File: src/rtl/uart_loader_if.sv
// uart_loader_if -- bundles the signals around the frame loader.
//
// Receiver side : ready (1-cycle strobe), rbyte (received byte)
// Memory side   : address, wdata, we (single-byte write port)
// Status        : busy (frame in flight), done / error (1-cycle pulses)
//
// Modports:
//   master - the loader itself: consumes the byte stream, drives the
//            memory write port and the status outputs.
//   slave  - the environment: feeds bytes, observes writes and status.
interface uart_loader_if #(
  parameter int ADDR_W = 16
);
  logic              ready;
  logic [7:0]        rbyte;
  logic [ADDR_W-1:0] address;
  logic [7:0]        wdata;
  logic              we;
  logic              busy;
  logic              done;
  logic              error;

  modport master (
    input  ready, rbyte,
    output address, wdata, we, busy, done, error
  );

  modport slave (
    output ready, rbyte,
    input  address, wdata, we, busy, done, error
  );
endinterface

File: src/rtl/uart_loader.sv
// uart_loader -- turns the UART receiver byte stream into memory writes.
//
// Frame: SYNC, CMD, ADDR_L, ADDR_H, LEN_L, LEN_H, LEN payload bytes, SUM.
// CMD 8'h01 writes the payload to consecutive addresses starting at ADDR
// (wrapping modulo 2^ADDR_W). SUM is the modulo-256 sum of every byte
// after SYNC up to the last payload byte.
//
// Ports:
//   clock25 - system clock
//   reset   - synchronous, active-high reset
//   bus     - uart_loader_if.master: ready/rbyte in, address/wdata/we,
//             busy, done, error out (all outputs registered)
//
// Parameters:
//   ADDR_W  - address / length width (must be at least 8)
//   TIMEOUT - idle cycles tolerated between bytes inside a frame
//   SYNC    - frame start byte
module uart_loader #(
  parameter int          ADDR_W  = 16,
  parameter int          TIMEOUT = 250000,
  parameter logic [7:0]  SYNC    = 8'hA5
) (
  input logic          clock25,
  input logic          reset,
  uart_loader_if.master bus
);

  localparam logic [7:0] CMD_WRITE = 8'h01;
  localparam int         CNT_W     = $clog2(TIMEOUT + 1);
  // The counter holds (idle cycles - 1); the TIMEOUT-th idle cycle is the
  // one where it reads TIMEOUT-1. A strobe in that very cycle still wins.
  localparam logic [CNT_W-1:0] IDLE_LAST = CNT_W'(TIMEOUT - 1);

  typedef enum logic [2:0] {
    S_IDLE,
    S_CMD,
    S_ADR_L,
    S_ADR_H,
    S_LEN_L,
    S_LEN_H,
    S_DATA,
    S_SUM
  } state_t;

  state_t            state_q,   state_d;
  logic [ADDR_W-1:0] ptr_q,     ptr_d;      // next write address
  logic [ADDR_W-1:0] rem_q,     rem_d;      // length / bytes still to write
  logic [7:0]        sum_q,     sum_d;      // running checksum
  logic [CNT_W-1:0]  idle_q,    idle_d;     // cycles since last strobe
  logic [ADDR_W-1:0] address_q, address_d;
  logic [7:0]        wdata_q,   wdata_d;
  logic              we_q,      we_d;
  logic              busy_q,    busy_d;
  logic              done_q,    done_d;
  logic              error_q,   error_d;

  logic              timeout;
  logic [ADDR_W-1:0] len_full;

  always_comb begin
    state_d   = state_q;
    ptr_d     = ptr_q;
    rem_d     = rem_q;
    sum_d     = sum_q;
    idle_d    = idle_q;
    address_d = address_q;
    wdata_d   = wdata_q;
    we_d      = 1'b0;
    done_d    = 1'b0;
    error_d   = 1'b0;
    timeout   = 1'b0;
    len_full  = ADDR_W'({bus.rbyte, rem_q[7:0]});

    // Inter-byte watchdog: only runs while a frame is open.
    if (state_q == S_IDLE || bus.ready) begin
      idle_d = '0;
    end else if (idle_q == IDLE_LAST) begin
      timeout = 1'b1;
    end else begin
      idle_d = idle_q + CNT_W'(1);
    end

    if (timeout) begin
      state_d = S_IDLE;
      error_d = 1'b1;
    end else if (bus.ready) begin
      case (state_q)
        S_IDLE: begin
          if (bus.rbyte == SYNC) begin
            state_d = S_CMD;
            ptr_d   = '0;
            rem_d   = '0;
            sum_d   = '0;
          end
        end
        S_CMD: begin
          if (bus.rbyte == CMD_WRITE) begin
            state_d = S_ADR_L;
            sum_d   = bus.rbyte;
          end else begin
            state_d = S_IDLE;
            error_d = 1'b1;
          end
        end
        S_ADR_L: begin
          ptr_d   = ADDR_W'(bus.rbyte);
          sum_d   = sum_q + bus.rbyte;
          state_d = S_ADR_H;
        end
        S_ADR_H: begin
          ptr_d   = ADDR_W'({bus.rbyte, ptr_q[7:0]});
          sum_d   = sum_q + bus.rbyte;
          state_d = S_LEN_L;
        end
        S_LEN_L: begin
          rem_d   = ADDR_W'(bus.rbyte);
          sum_d   = sum_q + bus.rbyte;
          state_d = S_LEN_H;
        end
        S_LEN_H: begin
          rem_d   = len_full;
          sum_d   = sum_q + bus.rbyte;
          state_d = (len_full == '0) ? S_SUM : S_DATA;
        end
        S_DATA: begin
          // The output address only moves on a write; the internal
          // pointer already points at the next target afterwards.
          we_d      = 1'b1;
          address_d = ptr_q;
          wdata_d   = bus.rbyte;
          ptr_d     = ptr_q + ADDR_W'(1);
          rem_d     = rem_q - ADDR_W'(1);
          sum_d     = sum_q + bus.rbyte;
          if (rem_q == ADDR_W'(1)) begin
            state_d = S_SUM;
          end
        end
        S_SUM: begin
          state_d = S_IDLE;
          if (bus.rbyte == sum_q) begin
            done_d = 1'b1;
          end else begin
            error_d = 1'b1;
          end
        end
        default: begin
          state_d = S_IDLE;
        end
      endcase
    end

    busy_d = (state_d != S_IDLE);
  end

  always_ff @(posedge clock25) begin
    if (reset) begin
      state_q   <= S_IDLE;
      ptr_q     <= '0;
      rem_q     <= '0;
      sum_q     <= '0;
      idle_q    <= '0;
      address_q <= '0;
      wdata_q   <= '0;
      we_q      <= 1'b0;
      busy_q    <= 1'b0;
      done_q    <= 1'b0;
      error_q   <= 1'b0;
    end else begin
      state_q   <= state_d;
      ptr_q     <= ptr_d;
      rem_q     <= rem_d;
      sum_q     <= sum_d;
      idle_q    <= idle_d;
      address_q <= address_d;
      wdata_q   <= wdata_d;
      we_q      <= we_d;
      busy_q    <= busy_d;
      done_q    <= done_d;
      error_q   <= error_d;
    end
  end

  assign bus.address = address_q;
  assign bus.wdata   = wdata_q;
  assign bus.we      = we_q;
  assign bus.busy    = busy_q;
  assign bus.done    = done_q;
  assign bus.error   = error_q;

endmodule

File: src/flat_wrapper.sv
// flat-port wrapper written by rule: the top's interface ports become plain ports
module uart_loader_flat 
#(
  parameter int          ADDR_W  = 16,
  parameter int          TIMEOUT = 250000,
  parameter logic [7:0]  SYNC    = 8'hA5
)
  (clock25, reset, bus_ready, bus_rbyte, bus_address, bus_wdata, bus_we, bus_busy, bus_done, bus_error);
  uart_loader_if #(.ADDR_W(ADDR_W)) bus_i ();
  input logic clock25;
  input logic reset;
  input wire logic [$bits(bus_i.ready)-1:0] bus_ready;
  input wire logic [$bits(bus_i.rbyte)-1:0] bus_rbyte;
  output wire logic [$bits(bus_i.address)-1:0] bus_address;
  output wire logic [$bits(bus_i.wdata)-1:0] bus_wdata;
  output wire logic [$bits(bus_i.we)-1:0] bus_we;
  output wire logic [$bits(bus_i.busy)-1:0] bus_busy;
  output wire logic [$bits(bus_i.done)-1:0] bus_done;
  output wire logic [$bits(bus_i.error)-1:0] bus_error;
  assign bus_i.ready = bus_ready;
  assign bus_i.rbyte = bus_rbyte;
  assign bus_address = bus_i.address;
  assign bus_wdata = bus_i.wdata;
  assign bus_we = bus_i.we;
  assign bus_busy = bus_i.busy;
  assign bus_done = bus_i.done;
  assign bus_error = bus_i.error;
  uart_loader #(.ADDR_W(ADDR_W), .TIMEOUT(TIMEOUT), .SYNC(SYNC)) u_core (.clock25(clock25), .reset(reset), .bus(bus_i));
endmodule
File: config.mk
export PLATFORM = sky130hd
export DESIGN_NAME = uart_loader_flat
export DESIGN_NICKNAME = d
export VERILOG_FILES = /design/src/rtl/uart_loader_if.sv /design/src/rtl/uart_loader.sv /design/src/flat_wrapper.sv
export SDC_FILE = /design/constraint.sdc
export NUM_CORES = 1
export LEC_CHECK = 0
export ABC_CLOCK_PERIOD_IN_PS = 3000
export CAP_MARGIN = 20
export CORE_MARGIN = 1.5
export CORE_UTILIZATION = 58
export DETAILED_ROUTE_END_ITERATION = 8
export HOLD_SLACK_MARGIN = 0.1
export PLACE_DENSITY = 0.8
export SYNTH_ARGS = -nofsm -noshare
export SYNTH_HDL_FRONTEND = slang
export SYNTH_SLANG_ARGS = --single-unit
File: constraint.sdc
create_clock -name clock25 -period 3 [get_ports clock25]
set_input_delay 0.3 -clock clock25 [delete_from_list [all_inputs] [get_ports clock25]]
set_output_delay 0.3 -clock clock25 [all_outputs]
set_load 0.01 [all_outputs]
* Yosys cells after proc, flatten, opt, wreduce, memory -nomap -nowiden
Index checks and enable logic that the tools add are counted.
Operators by class: muxes and demuxes 22, eq/ne operators 14, add/sub/neg operators 4, bitwise operators 5, reduce and logical (&&, ||, !) cells 19
Operators with widths (count):
- case mux 16 bit (4 select lines) | 2
- case mux 3 bit (8 select lines) | 1
- case mux 8 bit (3 select lines) | 1
- adder 18 x 1 -> 18 bit (second input constant) | 1
- == test 18 bit (second input constant) | 1
- adder 16 x 1 -> 16 bit (second input constant) | 1
- == test 16 x 1 -> 1 bit (second input constant) | 1
- logical NOT 16 bit | 1
- 2-to-1 mux 16 bit | 1
- 2-to-1 mux 8 bit | 2
- subtractor 16 x 1 -> 16 bit (second input constant) | 1
- AND reduction 5 bit | 3
- == test 3 bit (second input constant) | 4
- 2-to-1 mux 3 bit | 4
- nonzero test 3 bit | 4
- 2-to-1 mux 1 bit | 9
- adder 8 bit | 1
- == test 8 x 1 -> 1 bit (second input constant) | 1
- == test 8 bit | 1
- == test 8 bit (second input constant) | 1
- AND reduction 4 bit | 2
- nonzero test 4 bit | 2
- == test 3 x 2 -> 1 bit (second input constant) | 2
- inverter 1 bit | 5
- other kinds (12) | 12
Word-level totals: input bits 11, flip-flop bits (word level) 89, word-level logic and storage cells 77, output and inout bits 28

* Depth between registers and ports, before layout
Gate-level depths: netlist of the first run.
depth after elaboration 6, gate-level depth with buffers 7, mapped depth without buffers 7

* Least setup slack after synthesis of the first run
OpenSTA, ideal clock, no wires.
path kind flip-flop to flip-flop, start point reg u_core.rem_q[2], end point reg u_core.rem_q[12], setup time 0.091 ns, path buffers 1, clock period less this slack 2.277 ns, arrival time 2.186 ns, path slack 0.723 ns, cell stages (with the launch flop) 6, path through dfxtp_1 > or4_4 > buf_6 > or4_4 > or4_1 > a311oi_1
Between the ends: word-level cells in the longest chain between the ends 2
RTL lines:
- start: declaration | RTL line uart_loader.sv:47 | logic [ADDR_W-1:0] rem_q, rem_d;
- start signal: assignment | RTL line uart_loader.sv:171 | rem_q <= rem_d;
- subtractor 16 x 1 -> 16 bit | RTL line uart_loader.sv:132 | rem_d = rem_q - ADDR_W'(1);
- case mux 16 bit (4 select lines) | RTL line uart_loader.sv:87 | case (state_q)
No other way between the ends. A chain may end at the register's enable or synchronous reset.

* Worst setup path in the final report of the first run
start point in bus_rbyte[6], end point reg u_core.ptr_q[15]
Between the ends: word-level cells in the longest chain between the ends 3
RTL lines:
- start: declaration | RTL line flat_wrapper.sv:13 | input wire logic [$bits(bus_i.rbyte)-1:0] bus_rbyte;
- == test 8 bit | RTL line uart_loader.sv:89 | if (bus.rbyte == SYNC) begin
- inequality test 2 bit (no line)
- AND reduction 4 bit (no line)
- end signal: assignment | RTL line uart_loader.sv:170 | ptr_q <= ptr_d;
- end: declaration | RTL line uart_loader.sv:46 | logic [ADDR_W-1:0] ptr_q, ptr_d;
No other way between the ends.

==> impl_metrics.json, run 1 <==
{
  "outcome": "finished, final reports clean",
  "power.density_nw_per_um2": 389,
  "dieWidth_um": 94.1,
  "route.detailed.wl_per_inst_um": 16.0,
  "vdd_drop_max_mv": 0.214,
  "die-area_um2": 8860,
  "num-nets-final": 678,
  "maxSlewHeadroom_pct": 48.5,
  "drc": 0,
  "worst_setup_path_start_kind": "input pin",
  "dr_total_vias": 4737,
  "asyncSetResetFlopFracSynth_pct": 0,
  "hold_path.class": "in -> reg",
  "initial_core_utilization_pct": 59.2,
  "netlist_area_um2": 4820,
  "critical-path-max-stage-delay_ns": 0.67,
  "grt_start_max_net_pins": 66,
  "critPathTopFamily": "compound AO/OA/AOI/OAI gates",
  "yosys_most_used_dff": "dfxtp_1",
  "slew_violations": 0,
  "post-cts-setup-buffer-count": 0,
  "grt_usage_pct": 29.1,
  "finish.instance_area_um2": 5520,
  "setup_viol": 0,
  "critPathArrivalTime_ns": 2.67,
  "timing.critical_path.buf_inv": 1,
  "maxCapViolCount": 0,
  "first_global_vias": 4427,
  "drc_violation_total_after_the_first_tritonroute_iteration": 599,
  "seqCellArea_um2": 1780,
  "wire_length_of_the_first_global_routing_pass_um": 20600,
  "edff_count_synth": 0,
  "total_number_of_h_tree_levels": 3,
  "fillers": 680,
  "distinct_cells_synth": 57,
  "ys_ff_latch": 89,
  "slew_at_the_pin_closest_to_its_max_slew_limit_ns": 0.771,
  "clk_latency_ns": 0.36,
  "rsz0062_at_grt": "no",
  "synth-warning-count": 0,
  "floorplan.rows": 33,
  "fmax_mhz": 414,
  "final_layout_size_suffix_gt1_share_pct": 6.68,
  "area_of_placed_instances_um2": 5310,
  "cp_max_fo": 6,
  "wl_um": 12200,
  "detail-route-antenna-nets": 0,
  "clk_path_buf_depth": 2,
  "critical_path.endpoint_type": "flop",
  "finalCritPeriodShare_pct": 80.6,
  "worstPathRequired_ns": 3.25,
  "p_r_area_growth_vs_syn_pct": 14.5,
  "clockRootBuffer": "clkbuf_8",
  "multi_input_comb_area_um2": 2820,
  "setup_tns_ns": 0,
  "port_buffers": 38,
  "synthesis.instances": 624,
  "antenna_cells": 0,
  "post-dp-hpwl_um": 8350,
  "postCtsHoldBufs": 0,
  "tritoncts.num_buffers": 9,
  "crit_slowest_cell": "or4_1",
  "vias_per_cell": 6.20,
  "worstSetupPathType": "in -> reg",
  "post_synthesis_net_count": 648,
  "worstPathCellList": "clkdlybuf4s50_1 -> or4_1 -> o31ai_1 -> a31oi_1 -> a21o_1 -> a221o_1",
  "leakage_uw": 0.00180,
  "final_core_utilization_pct": 67.8,
  "ctsResizeCount": 0,
  "drt_first_pass_iters": 6,
  "dpl.cell_count": 748,
  "global_route.overflow_total": 0,
  "top_level_ports": 39,
  "core_area_um2": 8130,
  "clock-sinks": 89,
  "cts.clk_slew.worst_paths_ns": 0.09,
  "gp_routability_congestion": 0.862,
  "final-instance-count-excl-fill": 764,
  "final.min_clock_period_ns": 2.42,
  "synth_area_per_cell_um2": 7.72,
  "final-hold-violation-count": 0,
  "grt_antenna_before_repair": 0,
  "skew_ns": 0.0144,
  "synth.yosys.seq_area_share_pct": 37.0,
  "cts_tree": "yes",
  "floorplan.die.height_um": 94.1
}
tightest hold or removal path, stage by stage:
cell	delay (ns)
buf_2	0.09
inv_1	0.13
nand3_1	0.12
o41ai_1	0.06
area by class of cell:
cell class	instances	share of cell area, %
flip-flops and latches	89	32.3
clock inverters	5	1.16
multi-input cells	481	51.2
inverters	17	1.16
clock buffers	11	2.56
well taps	105	2.38
repair buffers	56	9.25
path summary, 6_finish.rpt:
kind | from | endpoint | slack [ns] | cells past startpoint
worst max-delay path | bus_rbyte[6] | u_core.ptr_q[15]$_SDFFE_PP0P_ | 0.58 | 6
worst min-delay path | reset | u_core.sum_q[6]$_SDFFE_PP0P_ | 0.40 | 4
worst max register to register | u_core.rem_q[2]$_SDFFE_PP0P_ | u_core.rem_q[14]$_SDFFE_PP0P_ | 0.65 | 4
worst min register to register | u_core.bus.address[4]$_SDFFE_PP0P_ | u_core.bus.address[4]$_SDFFE_PP0P_ | 0.46 | 2
cells in the final DEF, fill, tap and decap left out, types with 18 or more instances in the layout:
master	count
nor3_1	23
a21oi_1	67
nand3_1	25
clkdlybuf4s50_1	37
o21ai_0	27
nor2_1	59
nand2_1	89
buf_4	18
dfxtp_1	89
state kept, by name (all words and copies together) (netlist names):
register and cells:
u_core.bus.address 16, u_core.bus.busy 1, u_core.bus.done 1, u_core.bus.error 1, u_core.bus.wdata 8, u_core.bus.we 1, u_core.idle_q 18, u_core.ptr_q 16
u_core.rem_q 16, u_core.state_q 3, u_core.sum_q 8
metal layers:
layer	share of wire, %	track usage [%]	routed length (um)
met1	46	38.6	5570
met2	46	47.3	5670
met3	5.7	3.96	702
met4	2.3	12.7	280
met5	0	0	0
logic make-up (layout without fill, tap and decap cells):
| family | Yosys count | in the layout | synth area share [%] |
|---|---|---|---|
| flip-flops | 89 | 89 | 37.0 |
| XOR/XNOR | 30 | 30 | 5.45 |
| AND/OR/NAND/NOR | 267 | 267 | 26.8 |
| buffers and inverters | 54 | 89 | 4.39 |
| AO/OA/AOI/OAI | 168 | 168 | 22.2 |
| adder cells (fa/ha/maj) | 13 | 13 | 3.53 |
| multiplexers | 3 | 3 | 0.623 |
cells in the mapped netlist (4+ instances only):
cell        n  area, um2
xor2_1     13        114
nand3b_1    4       30.0
nand2_1    89        334
a32oi_1     6       52.6
nor2b_1     4       25.0
or3_1       9       56.3
a221oi_1    4       35.0
nand2b_1    7       43.8
nand3_1    25        125
a21oi_1    67        335
and3_1      5       31.3
nor3_1     23        115
clkbuf_1   34        128
dfxtp_1    89       1780
xnor2_1    17        149
nor4_1     13       81.3
inv_1      17       63.8
a21o_1      6       45.0
a31oi_1     4       25.0
a211oi_1   11       82.6
nor2_1     59        221
nand4_1    11       68.8
o21ai_0    27        135
o2111ai_1   4       35.0
or4_1       4       30.0
a22oi_1     8       60.1
ha_1       12        150
power breakdown:
group	internal, uW	switching (uW)	leakage [uW]
clock network	414	449	0.0000937
registers	1180	0.509	0.000716
logic	34.6	65.9	0.000989
per-stage QoR:
step	power (uW)	hold WS [ns]	setup slack [ns]
after CTS	2140	0.384	0.637
after floorplan	1260	0.436	0.723
after global placement	1310	0.442	0.316
final	2150	0.398	0.582
after detailed placement	1310	0.446	0.249
after global routing	2210	0.434	0.434
(Power assumes the default switching activity.)
==> run 2: changes to the inputs <==
ABC_CLOCK_PERIOD_IN_PS = 2100   (was 3000)
CORE_UTILIZATION = 53   (was 58)
PLACE_DENSITY = 0.77   (was 0.8)
clock period = 2.1 ns   (was 3 ns; I/O delays follow)
==> impl_metrics.json, run 2 (synthesized netlist as in run 1, its figures left out) <==
{
  "outcome": "finished, violations left",
  "finalCritPeriodShare_pct": 101,
  "postCtsHoldBufs": 0,
  "cts_tree": "yes",
  "detail-route-antenna-nets": 0,
  "core_area_um2": 8760,
  "slew_violations": 0,
  "skew_ns": 0.0108,
  "worstPathRequired_ns": 2.36,
  "pwr-share-clk_pct": 41.3,
  "tritoncts.num_buffers": 9,
  "global_route.overflow_total": 0,
  "maxSlewHeadroom_pct": 67.8,
  "drc_violation_total_after_the_first_tritonroute_iteration": 410,
  "most-common-layout-cells": "nand2_1, dfxtp_1, buf_4, a21oi_1, nor2_1",
  "finalWorstSetupSlack_ns": -0.0275,
  "timing.critical_path.buf_inv": 0,
  "hold_path.class": "in -> reg",
  "num-nets-final": 731,
  "largest_register_ff_count": 18,
  "power.share.switching_pct": 23.6,
  "comb_power_share_pct": 5.6,
  "cts.clk_slew.worst_paths_ns": 0.09,
  "initial_core_utilization_pct": 55.0,
  "antenna_cells": 0,
  "setup_tns_ns": -0.0452,
  "floorplan.rows": 34,
  "top_level_ports": 39,
  "worst_setup_path_start_kind": "flop",
  "met2WireLength_um": 6650,
  "critPathTopFamily": "simple AND/OR/NAND/NOR gates",
  "met1_length_um": 5890,
  "post-dp-hpwl_um": 9470,
  "vias_per_cell": 6.08,
  "floorplan.die.height_um": 98.3,
  "rsz0062_at_grt": "yes",
  "critPathArrivalTime_ns": 2.39,
  "grt_antenna_before_repair": 0,
  "failed_checks": "setup timing",
  "crit_slowest_cell": "or4_4",
  "vdd_drop_max_mv": 0.347,
  "grt_usage_pct": 28.3,
  "critical_path.endpoint_type": "flop",
  "p_r_area_growth_vs_syn_pct": 25.2,
  "final.min_clock_period_ns": 2.13,
  "setup_viol": 2,
  "clock-sinks": 89,
  "total_number_of_h_tree_levels": 3,
  "wl_um": 13600,
  "drt_first_pass_iters": 6,
  "switchingPower_uw": 749,
  "final-instance-count-excl-fill": 819,
  "dr_total_vias": 4979,
  "clockRootBuffer": "clkbuf_8",
  "maxCapViolCount": 0,
  "cp_max_fo": 4,
  "slew_at_the_pin_closest_to_its_max_slew_limit_ns": 0.478,
  "port_buffers": 38,
  "worstSetupPathType": "reg -> reg",
  "dieWidth_um": 98.3,
  "route.detailed.wl_per_inst_um": 16.6,
  "first_global_vias": 4731,
  "worst_path_most_repeated_cell": "or4_4",
  "topRoutingLayerUsed": "met4",
  "gp_routability_congestion": 0.950,
  "critical-path-max-stage-delay_ns": 0.57,
  "clk_latency_ns": 0.36,
  "die-area_um2": 9670,
  "worstPathCellList": "or4_4 -> or4_4 -> or4_4 -> a311oi_2",
  "wire_length_of_the_first_global_routing_pass_um": 22500,
  "final_common_cell": "nand2_1",
  "dpl.cell_count": 801,
  "register_with_the_most_flip_flops": "u_core.idle_q",
  "drc": 0,
  "leakage_uw": 0.00211,
  "intPower_uw": 2420,
  "seqPwrFrac_pct": 53.1,
  "final-hold-violation-count": 0,
  "final_layout_size_suffix_gt1_share_pct": 15.9,
  "grt_start_max_net_pins": 39,
  "clk_path_buf_depth": 2,
  "preCtsSetupSlack_ns": -0.419,
  "route.met3.wl_um": 809,
  "power.density_nw_per_um2": 526,
  "fmax_mhz": 470
}
run 2: changes by cell type in the layout (fill, tap and decap cells not counted), sizes merged:
cell,previous run,this run
bufinv,1,2
clkbuf,11,9
clkinvlp,3,2
clkinv,0,1
clkdlybuf4s50,37,35
buf,19,72
dlymetal6s2s,0,2
run 2: power groups by stage:
stage	logic, uW	clock network, uW	registers, uW
2_1_floorplan	72.5	0	1730
3_3_place_gp	164	0	1730
3_5_place_dp	166	0	1730
4_1_cts	170	1330	1690
5_1_grt	186	1400	1690
6_report	176	1310	1690
run 2: final timing paths:
| path | endpoint | slack, ns | cells after the start | startpoint |
|---|---|---|---|---|
| max | u_core.rem_q[14]$_SDFFE_PP0P_ | -0.03 | 4 | u_core.rem_q[5]$_SDFFE_PP0P_ |
| min | u_core.sum_q[6]$_SDFFE_PP0P_ | 0.31 | 4 | reset |
| max reg2reg | u_core.rem_q[14]$_SDFFE_PP0P_ | -0.03 | 4 | u_core.rem_q[5]$_SDFFE_PP0P_ |
| min reg2reg | u_core.bus.address[3]$_SDFFE_PP0P_ | 0.45 | 2 | u_core.bus.address[3]$_SDFFE_PP0P_ |
run 2: repair_timing:
item	CTS	global route
gates resized for setup	4	20
pin swaps	0	6
cloned	0	1
setup buffers	0	2
endpoints found under the setup margin	9	15
run 2: metal layers:
layer	up-vias	global-route usage (%)
met4	0	9.64
met5	-	0
met1	2357	37.0
met2	177	47.7
met3	27	4.44
li1	2418	-
run 2: tightest hold or removal path: cells and delay by family:
| kind | cells | cell delay [ns] |
|---|---|---|
| buffers and inverters | 2 | 0.23 |
| AOI/OAI and AO/OA | 1 | 0.06 |
| and+or+nand+nor | 1 | 0.12 |
run 2: cell type report:
| class | instances | area (um2) |
|---|---|---|
| tap | 108 | 135 |
| fill | 749 | 2730 |
| clock buffer | 9 | 124 |
| sequential | 89 | 1790 |
| multi-input combinational | 481 | 2900 |
| inverter | 17 | 63.8 |
| timing repair buffer | 109 | 933 |
| clock inverter | 6 | 91.3 |
run 2: per-stage QoR:
stage               utilization [%]  instance area, um2  total power [uW]  hold WS [ns]
finish                         68.8                6030              3170         0.311
global route                   68.8                6030              3270         0.308
CTS                            67.9                5950              3180         0.302
detailed placement             65.2                5710              1890         0.446
global placement               65.2                5710              1890         0.441
floorplan                         -                4830              1800         0.346
